===== config.mk =====
export PLATFORM = sky130hd
export DESIGN_NAME = sram_req_arbiter
export DESIGN_NICKNAME = d
export VERILOG_FILES = /design/src/rtl/sram_req_arbiter_pkg.sv /design/src/rtl/sram_req_arbiter_owner_fifo.sv /design/src/rtl/sram_req_arbiter.sv
export SDC_FILE = /design/constraint.sdc
export NUM_CORES = 1
export LEC_CHECK = 0
export ABC_AREA = 1
export CAP_MARGIN = 5
export CORE_AREA = 2 2 127 129
export DETAILED_ROUTE_END_ITERATION = 7
export DIE_AREA = 0 0 129 131
export REMOVE_ABC_BUFFERS = 1
export SLEW_MARGIN = 5
export SYNTH_ARGS = -nofsm -noshare
export SYNTH_HDL_FRONTEND = slang
export SYNTH_SLANG_ARGS = --single-unit

===== constraint.sdc =====
create_clock -name clk -period 4.7 [get_ports clk]
set_clock_uncertainty 0.15 [all_clocks]
set_input_delay 0.94 -clock clk [delete_from_list [all_inputs] [get_ports clk]]
set_output_delay 0.94 -clock clk [all_outputs]
set_load 0.005 [all_outputs]

===== src/rtl/sram_req_arbiter_pkg.sv =====
// rtl/sram_req_arbiter_pkg.sv - shared IDs, size encodings and request bundle for the sram arbiter
package sram_req_arbiter_pkg;

  // Owner IDs stored in the outstanding-transaction FIFO
  localparam logic REQ_ID_INST = 1'b0;
  localparam logic REQ_ID_DATA = 1'b1;

  // SRAM-like transfer size encodings
  localparam logic [1:0] SIZE_BYTE = 2'd0;
  localparam logic [1:0] SIZE_HALF = 2'd1;
  localparam logic [1:0] SIZE_WORD = 2'd2;

  // Request payload that travels with req through the grant mux
  typedef struct packed {
    logic        wr;
    logic [1:0]  size;
    logic [3:0]  wstrb;
    logic [31:0] addr;
    logic [31:0] wdata;
  } sram_req_t;

endpackage


===== src/rtl/sram_req_arbiter_owner_fifo.sv =====
// rtl/sram_req_arbiter_owner_fifo.sv - 1-bit owner-ID FIFO tracking in-flight transactions
module sram_req_arbiter_owner_fifo #(
  parameter int DEPTH = 4
) (
  input  logic                     clk,
  input  logic                     reset,
  input  logic                     push,
  input  logic                     push_id,
  input  logic                     pop,
  output logic                     head,
  output logic                     full,
  output logic                     empty,
  output logic [$clog2(DEPTH):0]   count
);

  localparam int PW = $clog2(DEPTH);

  logic [DEPTH-1:0] mem_q;
  logic [PW-1:0]    wr_ptr_q;
  logic [PW-1:0]    rd_ptr_q;
  logic [PW:0]      count_q;
  logic             do_pop;
  logic             do_push;

  // Pop is evaluated first, so a push into a full FIFO is legal when the head leaves the same cycle
  always_comb begin
    do_pop  = pop & ~empty;
    do_push = push & (~full | do_pop);
  end

  // Storage, wrapping pointers and occupancy count
  always_ff @(posedge clk or posedge reset) begin
    if (reset) begin
      mem_q    <= '0;
      wr_ptr_q <= '0;
      rd_ptr_q <= '0;
      count_q  <= '0;
    end else begin
      if (do_push) begin
        mem_q[wr_ptr_q] <= push_id;
        wr_ptr_q        <= wr_ptr_q + 1'b1;
      end
      if (do_pop) begin
        rd_ptr_q <= rd_ptr_q + 1'b1;
      end
      case ({do_push, do_pop})
        2'b10:   count_q <= count_q + 1'b1;
        2'b01:   count_q <= count_q - 1'b1;
        default: count_q <= count_q;
      endcase
    end
  end

  assign head  = mem_q[rd_ptr_q];
  assign full  = (count_q == (PW+1)'(DEPTH));
  assign empty = (count_q == '0);
  assign count = count_q;

endmodule


===== src/rtl/sram_req_arbiter.sv =====
// rtl/sram_req_arbiter.sv - shares one sram-like port between fetch and load/store requesters
module sram_req_arbiter
  import sram_req_arbiter_pkg::*;
#(
  parameter int OUTS_DEPTH   = 4,
  parameter int STARVE_LIMIT = 3
) (
  input  logic                          clk,
  input  logic                          reset,
  input  logic                          inst_req,
  input  logic                          inst_wr,
  input  logic [1:0]                    inst_size,
  input  logic [3:0]                    inst_wstrb,
  input  logic [31:0]                   inst_addr,
  input  logic [31:0]                   inst_wdata,
  output logic                          inst_addr_ok,
  output logic                          inst_data_ok,
  output logic [31:0]                   inst_rdata,
  input  logic                          data_req,
  input  logic                          data_wr,
  input  logic [1:0]                    data_size,
  input  logic [3:0]                    data_wstrb,
  input  logic [31:0]                   data_addr,
  input  logic [31:0]                   data_wdata,
  output logic                          data_addr_ok,
  output logic                          data_data_ok,
  output logic [31:0]                   data_rdata,
  output logic                          mem_req,
  output logic                          mem_wr,
  output logic [1:0]                    mem_size,
  output logic [3:0]                    mem_wstrb,
  output logic [31:0]                   mem_addr,
  output logic [31:0]                   mem_wdata,
  input  logic                          mem_addr_ok,
  input  logic                          mem_data_ok,
  input  logic [31:0]                   mem_rdata,
  output logic [$clog2(OUTS_DEPTH):0]   outs_cnt,
  output logic                          resp_err
);

  localparam int SW = $clog2(STARVE_LIMIT + 1);

  sram_req_t inst_r;
  sram_req_t data_r;
  sram_req_t mem_r;

  logic          full;
  logic          empty;
  logic          head;
  logic          grant_inst;
  logic          grant_data;
  logic          accept;
  logic          pop;
  logic [SW-1:0] starve_q;
  logic [SW-1:0] starve_d;
  logic          resp_err_q;
  logic          resp_err_d;

  assign inst_r = '{wr: inst_wr, size: inst_size, wstrb: inst_wstrb, addr: inst_addr, wdata: inst_wdata};
  assign data_r = '{wr: data_wr, size: data_wstrb == 4'h0 ? data_size : data_size, wstrb: data_wstrb,
                    addr: data_addr, wdata: data_wdata};

  // Grant: nothing when full or in reset; data preferred unless inst has lost too many times in a row
  always_comb begin
    grant_inst = 1'b0;
    grant_data = 1'b0;
    if (!reset && !full) begin
      if (inst_req && data_req) begin
        if (starve_q == SW'(STARVE_LIMIT)) begin
          grant_inst = 1'b1;
        end else begin
          grant_data = 1'b1;
        end
      end else begin
        grant_inst = inst_req;
        grant_data = data_req;
      end
    end
  end

  // Downstream request mux; payload is zero when nobody holds the grant
  always_comb begin
    mem_r = '0;
    if (grant_inst) begin
      mem_r = inst_r;
    end else if (grant_data) begin
      mem_r = data_r;
    end
  end

  assign mem_req   = grant_inst | grant_data;
  assign mem_wr    = mem_r.wr;
  assign mem_size  = mem_r.size;
  assign mem_wstrb = mem_r.wstrb;
  assign mem_addr  = mem_r.addr;
  assign mem_wdata = mem_r.wdata;

  assign accept       = mem_addr_ok & mem_req;
  assign inst_addr_ok = accept & grant_inst;
  assign data_addr_ok = accept & grant_data;

  // Responses come back in issue order; the FIFO head names the owner
  assign pop          = mem_data_ok & ~empty & ~reset;
  assign inst_data_ok = pop & (head == REQ_ID_INST);
  assign data_data_ok = pop & (head == REQ_ID_DATA);
  assign inst_rdata   = mem_rdata;
  assign data_rdata   = mem_rdata;

  sram_req_arbiter_owner_fifo #(
    .DEPTH (OUTS_DEPTH)
  ) u_owner_fifo (
    .clk     (clk),
    .reset   (reset),
    .push    (accept),
    .push_id (grant_data ? REQ_ID_DATA : REQ_ID_INST),
    .pop     (pop),
    .head    (head),
    .full    (full),
    .empty   (empty),
    .count   (outs_cnt)
  );

  // Starvation counter: counts data wins that inst actually lost, clears when inst is served or idle
  always_comb begin
    starve_d = starve_q;
    if (!inst_req || (accept && grant_inst)) begin
      starve_d = '0;
    end else if (accept && grant_data && (starve_q != SW'(STARVE_LIMIT))) begin
      starve_d = starve_q + 1'b1;
    end
  end

  // A response with nothing outstanding is a protocol error that stays flagged until reset
  always_comb begin
    resp_err_d = resp_err_q | (mem_data_ok & empty);
  end

  // State registers
  always_ff @(posedge clk or posedge reset) begin
    if (reset) begin
      starve_q   <= '0;
      resp_err_q <= 1'b0;
    end else begin
      starve_q   <= starve_d;
      resp_err_q <= resp_err_d;
    end
  end

  assign resp_err = resp_err_q;

endmodule


==> flow_metrics.py, run 1 <==
metrics = {
    "status": {
        "status": "finished clean",
    },
    "synth": {
        "synth.avg_cell_area_um2": 8.258,
        "synth_top_area_share_pct": 29.11,
        "ys_top_cells_by_count": "a22o_1 (70), buf_4 (64), nand2_1 (27)",
        "yosys_warnings": 0,
        "syn_inst": 255,
        "synth_area_leaders": "a22o_1 (29%), buf_4 (23%), dfrtp_1 (17%), buf_6 (6.4%), nand2_1 (4.8%)",
        "ys.flop_type": "dfrtp_1",
        "synth-seq-cells": 14,
        "synth_edf_count": 0,
        "yosysMostFrequentCell": "a22o_1",
        "synth_cell_types": 26,
        "synth-async-reset-ratio_pct": 100.0,
        "seq_area_frac_synth_pct": 16.64,
        "syn_area_um2": 2106,
        "synth_top_area_cell": "a22o_1",
    },
    "critical_path": {
        "crit_path_end_kind": "output port",
        "critPathMaxFanout": 39,
        "start_kind": "input pin",
        "worstSetupPathType": "input pin to output port",
        "cp.arrival_ns": 3.10,
        "required_ns": 3.61,
    },
    "floorplan": {
        "die_w_um": 129,
        "start_util_pct": 13.50,
        "coreArea_um2": 15600,
        "num_rows": 46,
        "io-pin-count": 324,
        "fp.dieArea_um2": 16900,
        "die_h_um": 131,
    },
    "final_layout": {
        "post-route-util_pct": 26.72,
        "seq_area_um2": 350.3,
        "nets": 599,
        "drive_gt1_share_pct": 4.866,
        "area_growth_pct": 97.92,
        "multiInputGateArea_um2": 1066,
        "fillers": 1644,
        "fin_area_um2": 4168,
    },
    "drt": {
        "vias": 2605,
        "vias_per_cell": 4.148,
        "wl_per_cell_um": 23.06,
        "ant_nets": 0,
        "postRouteWirelength_mm": 14.48,
        "drcViolationCount": 0,
        "drt_iter0_markers": 130,
        "first_pass_iters": 4,
    },
    "cts": {
        "cts_resized": 0,
        "tritoncts": "done",
        "cts_root_buf": "clkbuf_16",
        "cts_buffers": 3,
        "post_cts_buffers": 0,
        "clk_path_buf_depth": 2,
        "cts_hold_buf": 0,
        "cts.sinks": 14,
        "clk_pin_slew_ns": 0.05,
        "cts_max_level": 1,
        "clk_latency_ns": 0.24,
    },
    "sta": {
        "period_share_pct": 89.20,
        "rsz0062_at_grt": "no",
        "hold-worst-slack_ns": 0.3226,
        "setup_ws_ns": 0.5077,
        "relSlewSlack_pct": 77.42,
        "setup_viol": 0,
        "worst_pin_slew_ns": 0.3387,
        "fin_tns_setup_ns": 0,
        "min_period_ns": 4.192,
        "drv_slew": 0,
        "fmax_mhz": 238.5,
        "finalHoldViolCount": 0,
    },
    "global_route": {
        "grt_start_max_net_pins": 72,
        "track_usage_pct": 15.35,
        "grt_pass1_vias": 2589,
        "overflow": 0,
        "grt_pass1_wl_mm": 18.52,
        "antenna_found_initial": 4,
    },
    "flow_run": {
        "drv_cap": 0,
    },
    "placed_design": {
        "dp_slack_ns": 0.5063,
        "globalplace.congestion": 0.8162,
        "io_buffers": 227,
        "placed_area_um2": 4076,
        "hpwl_mm": 11.91,
    },
    "pwr": {
        "leakage_nw": 1.637,
        "power.density_nw_per_um2": 263.6,
        "vdd_ir_drop_max_uv": 207.5,
    },
    "worst_hold_path": {
        "hp-class": "flop to flop",
    },
}
## final timing paths
kind	slack, ns	startpoint	to	depth (start not counted)
max	0.51	inst_req	mem_addr[21]	8
min	0.32	resp_err	resp_err	1
max reg2reg	2.02	starve_q[0]	u_owner_fifo.count[2]	10
min reg2reg	0.32	resp_err	resp_err	1
max in group asynchronous	3.25	reset	resp_err	3
min in group asynchronous	0.96	reset	u_owner_fifo.wr_ptr_q[0]	3
## through the flow
stage          instances  total power, mW
3_3_place_gp         623           0.9090
5_1_grt              628            1.175
6_report             628            1.099
3_5_place_dp         623           0.9186
2_1_floorplan        175           0.4820
4_1_cts              627            1.112
## routing by layer
layer  vias up  track usage (%)  part of all wire (%)
li1       1159                -                     -
met1      1222            20.09                    43
met2       202            21.04                    41
met3        14            9.691                    15
met4         8            3.069                  0.68
met5         -            2.353                  0.68
## final cells by class
cell class	count	share of cell area (%)
tap	216	6.485
sequential	14	8.406
multi-input combinational	147	25.58
inverter	14	1.321
clock buffer	4	2.131
antenna	1	0.06004
timing repair buffer	232	56.02
## registers in the layout, summed over array words and instances, names as in the netlist
| register | cells |
|---|---|
| u_owner_fifo.rd_ptr_q | 2 |
| u_owner_fifo.mem_q | 4 |
| starve_q | 2 |
| u_owner_fifo.wr_ptr_q | 2 |
| resp_err | 1 |
| u_owner_fifo.count | 3 |
## worst max-delay path, cell delays in order
cell and delay, ns:
clkdlybuf4s50_1 0.53, nand3_1 0.11, nand2_1 0.12, nand2_2 0.10, inv_4 0.26, buf_12 0.26
a22o_1 0.19, clkdlybuf4s50_1 0.54
## placed cells by master (no fill, tap or decap)
cell and count:
a21oi_1 4, a21oi_2 1, a22o_1 70, a31o_2 1
a32oi_1 1, and2_1 1, buf_12 2, buf_4 3
clkbuf_16 3, clkbuf_8 1, clkdlybuf4s50_1 227, dfrtp_1 14
diode_2 1, fa_1 1, ha_1 6, inv_1 12
inv_2 1, inv_4 1, mux2_2 1, nand2_1 27
nand2_2 4, nand3_1 15, nand4_1 2, nor2_1 7
nor2_4 2, o21ai_0 1, xnor2_1 1, xor2_1 2
## report_power, final
group	internal, mW	switching [mW]	total, mW
clock	0.129	0.0507	0.180
combinational	0.411	0.280	0.691
sequential	0.174	0.0536	0.228
## kinds of logic after synthesis
| logic type | share of synthesized area (%) |
|---|---|
| flip-flops | 16.64 |
| AND/OR/NAND/NOR | 12.77 |
| adder cells (fa/ha/maj) | 4.516 |
| multiplexers | 0.5347 |
| XOR/XNOR | 1.248 |
| buffers and inverters | 32.74 |
| AO/OA/AOI/OAI | 31.55 |
Power figures use the tool's default switching activity.
==> run 2: changes to the inputs <==
- CAP_MARGIN: 5 -> default
==> results of run 2 <==
Final layout, timing and power as in run 1 (identical DEF).
==> run 3: changes to the inputs <==
- ABC_AREA: 1 -> 0
- CORE_AREA: 2 2 127 129 -> 2 2 125 127
- DIE_AREA: 0 0 129 131 -> 0 0 127 129
==> flow_metrics.py, run 3 <==
metrics = {
    "status": {
        "status": "finished clean",
    },
    "drt": {
        "vias": 3108,
        "vias_per_cell": 4.864,
        "drt_iter0_markers": 197,
        "wl_per_cell_um": 27.89,
        "ant_nets": 0,
        "postRouteWirelength_mm": 17.82,
        "first_pass_iters": 4,
        "drcViolationCount": 0,
    },
    "global_route": {
        "grt_pass1_vias": 3189,
        "grt_start_max_net_pins": 73,
        "antenna_found_initial": 0,
        "busiest_layer": "met2",
        "overflow": 0,
        "met1_usage_pct": 22.50,
        "met2_usage_pct": 31.09,
        "track_usage_pct": 20.38,
        "grt_pass1_wl_mm": 23.80,
        "use_met3_pct": 16.38,
    },
    "critical_path": {
        "critPathMaxFanout": 39,
        "required_ns": 3.61,
        "r2r-end": "u_owner_fifo.count[1]",
        "worstSetupPathType": "input pin to output port",
        "cpPeakStageDelay_ns": 0.57,
        "cpMaxStageDelayCell": "clkdlybuf4s50_1",
        "start_kind": "input pin",
        "crit_chain": "clkdlybuf4s50_1 > a21boi_4 > buf_4 > a32oi_1 > nor2_1 > clkdlybuf4s50_1",
        "path_common_cell": "clkdlybuf4s50_1",
        "cp-startpoint": "data_req",
        "crit_buf_inv": 3,
        "critical_path_cell_count": 6,
        "cp_top_family": "buffers and inverters",
        "regToRegSetupSlack_ns": 2.34,
        "crit_path_end_kind": "output port",
        "reg2reg_depth": 5,
        "cp-endpoint": "mem_wstrb[3]",
        "rr_startpoint": "u_owner_fifo.count[0]",
        "cp.arrival_ns": 3.07,
    },
    "sta": {
        "relSlewSlack_pct": 63.90,
        "period_share_pct": 88.49,
        "setup_ws_ns": 0.5409,
        "rsz0062_at_grt": "no",
        "fin_tns_setup_ns": 0,
        "worst_pin_slew_ns": 0.5404,
        "setup_viol": 0,
        "finalHoldViolCount": 0,
        "drv_slew": 0,
        "min_period_ns": 4.159,
        "fmax_mhz": 240.4,
    },
    "floorplan": {
        "coreArea_um2": 14980,
        "die_h_um": 129,
        "start_util_pct": 16.14,
        "io-pin-count": 324,
        "die_w_um": 127,
        "fp.dieArea_um2": 16380,
        "num_rows": 45,
    },
    "flow_run": {
        "drv_cap": 0,
    },
    "synth": {
        "ys.flop_type": "dfrtp_1",
        "yosys_warnings": 0,
        "synth_edf_count": 0,
        "synth_top_area_share_pct": 25.72,
        "synth-async-reset-ratio_pct": 100.0,
        "ys_top_cells_by_count": "nor2_1 (75), a32oi_1 (71), buf_4 (64)",
        "synth-seq-cells": 14,
        "synth_cell_types": 38,
        "synth_top_area_cell": "a32oi_1",
        "synth.avg_cell_area_um2": 7.823,
        "seq_area_frac_synth_pct": 14.49,
        "synth_area_leaders": "a32oi_1 (26%), buf_4 (20%), dfrtp_1 (14%), nor2_1 (12%), buf_6 (4.2%)",
        "syn_area_um2": 2417,
        "syn_inst": 309,
        "yosysMostFrequentCell": "nor2_1",
    },
    "final_layout": {
        "nets": 639,
        "diodes": 0,
        "final_cell_mix": "clkdlybuf4s50_1 (224), nor2_1 (75), a32oi_1 (71), dfrtp_1 (14), buf_4 (10)",
        "area_growth_pct": 80.80,
        "regMostFlops": "u_owner_fifo.mem_q",
        "drive_gt1_share_pct": 5.100,
        "mostFrequentLayoutCell": "clkdlybuf4s50_1",
        "largest_reg_flops": 4,
    },
    "pwr": {
        "power.density_nw_per_um2": 242.1,
        "power.total_mw": 1.058,
        "leakage_nw": 1.557,
        "vdd_ir_drop_max_uv": 316.5,
    },
    "cts": {
        "clk_pin_slew_ns": 0.05,
        "cts_resized": 0,
        "cts_buffers": 3,
        "post_cts_buffers": 0,
        "cts_max_level": 1,
        "tritoncts": "done",
        "cts_hold_buf": 0,
        "clk_path_buf_depth": 2,
        "cts_root_buf": "clkbuf_16",
        "clk_latency_ns": 0.24,
        "cts.sinks": 14,
    },
    "placed_design": {
        "globalplace.congestion": 0.9280,
        "dp_slack_ns": 0.5571,
        "hpwl_mm": 14.82,
        "io_buffers": 227,
    },
    "worst_hold_path": {
        "hp-class": "flop to flop",
        "min_path_cells": 1,
    },
}
run 3: cell count changes in the layout (fill, tap and decap cells not counted), moves of 4 or more:
cell / change
a21oi_1: -4
a22o_1: -70
a32oi_1: +70
buf_4: +7
inv_1: -8
mux2_1: +4
nand2_1: -24
nand2_2: -4
nand3_1: -15
nor2_1: +68
run 3: through the flow:
stage / instances / utilization, % / area (µm²) / hold slack [ns]
floorplan: 212 / - / 1722 / 0.2995
global placement: 635 / 28.59 / 4282 / 0.2978
detailed placement: 635 / 28.59 / 4282 / 0.3060
CTS: 639 / 29.18 / 4370 / 0.3174
global route: 639 / 29.18 / 4370 / 0.3231
finish: 639 / 29.18 / 4370 / 0.3199
run 3: cell families (layout without fill, tap and decap cells):
kind of cell             Yosys count  after routing  synth area share, %
flip-flops                        14             14                14.49
adder cells (fa/ha/maj)            7              7                3.934
AND/OR/NAND/NOR                   98             98                18.53
XOR/XNOR                           6              6                2.174
AO/OA/AOI/OAI                     75             75                27.33
multiplexers                       8              8                4.141
buffers and inverters            101            243                29.40
run 3: layer usage:
metal | routed length [µm] | part of all wire (%)
met1 | 6665 | 37
met2 | 7534 | 42
met3 | 3309 | 19
met4 | 240 | 1.3
met5 | 73 | 0.41
run 3: final cells by class:
cell class | count | area [µm²]
clock buffer | 4 | 88.84
fill | 1588 | 10610
inverter | 4 | 15.01
multi-input combinational | 194 | 1359
sequential | 14 | 350.3
tap | 188 | 235.2
timing repair buffer | 235 | 2322
run 3: report_power, final:
group / switching (mW) / internal, mW / leakage (nW)
logic: 0.275 / 0.379 / 1.35
clock network: 0.0495 / 0.129 / 0.0442
registers: 0.0537 / 0.172 / 0.167
run 3: how the worst min path moves through the flow:
stage                                   from                  endpoint  slack (ns)
finish                              resp_err                  resp_err        0.32
global route                        resp_err                  resp_err        0.32
CTS                                 resp_err                  resp_err        0.32
detailed placement                  resp_err                  resp_err        0.31
global placement                    resp_err                  resp_err        0.30
floorplan           u_owner_fifo.rd_ptr_q[1]  u_owner_fifo.rd_ptr_q[1]        0.30
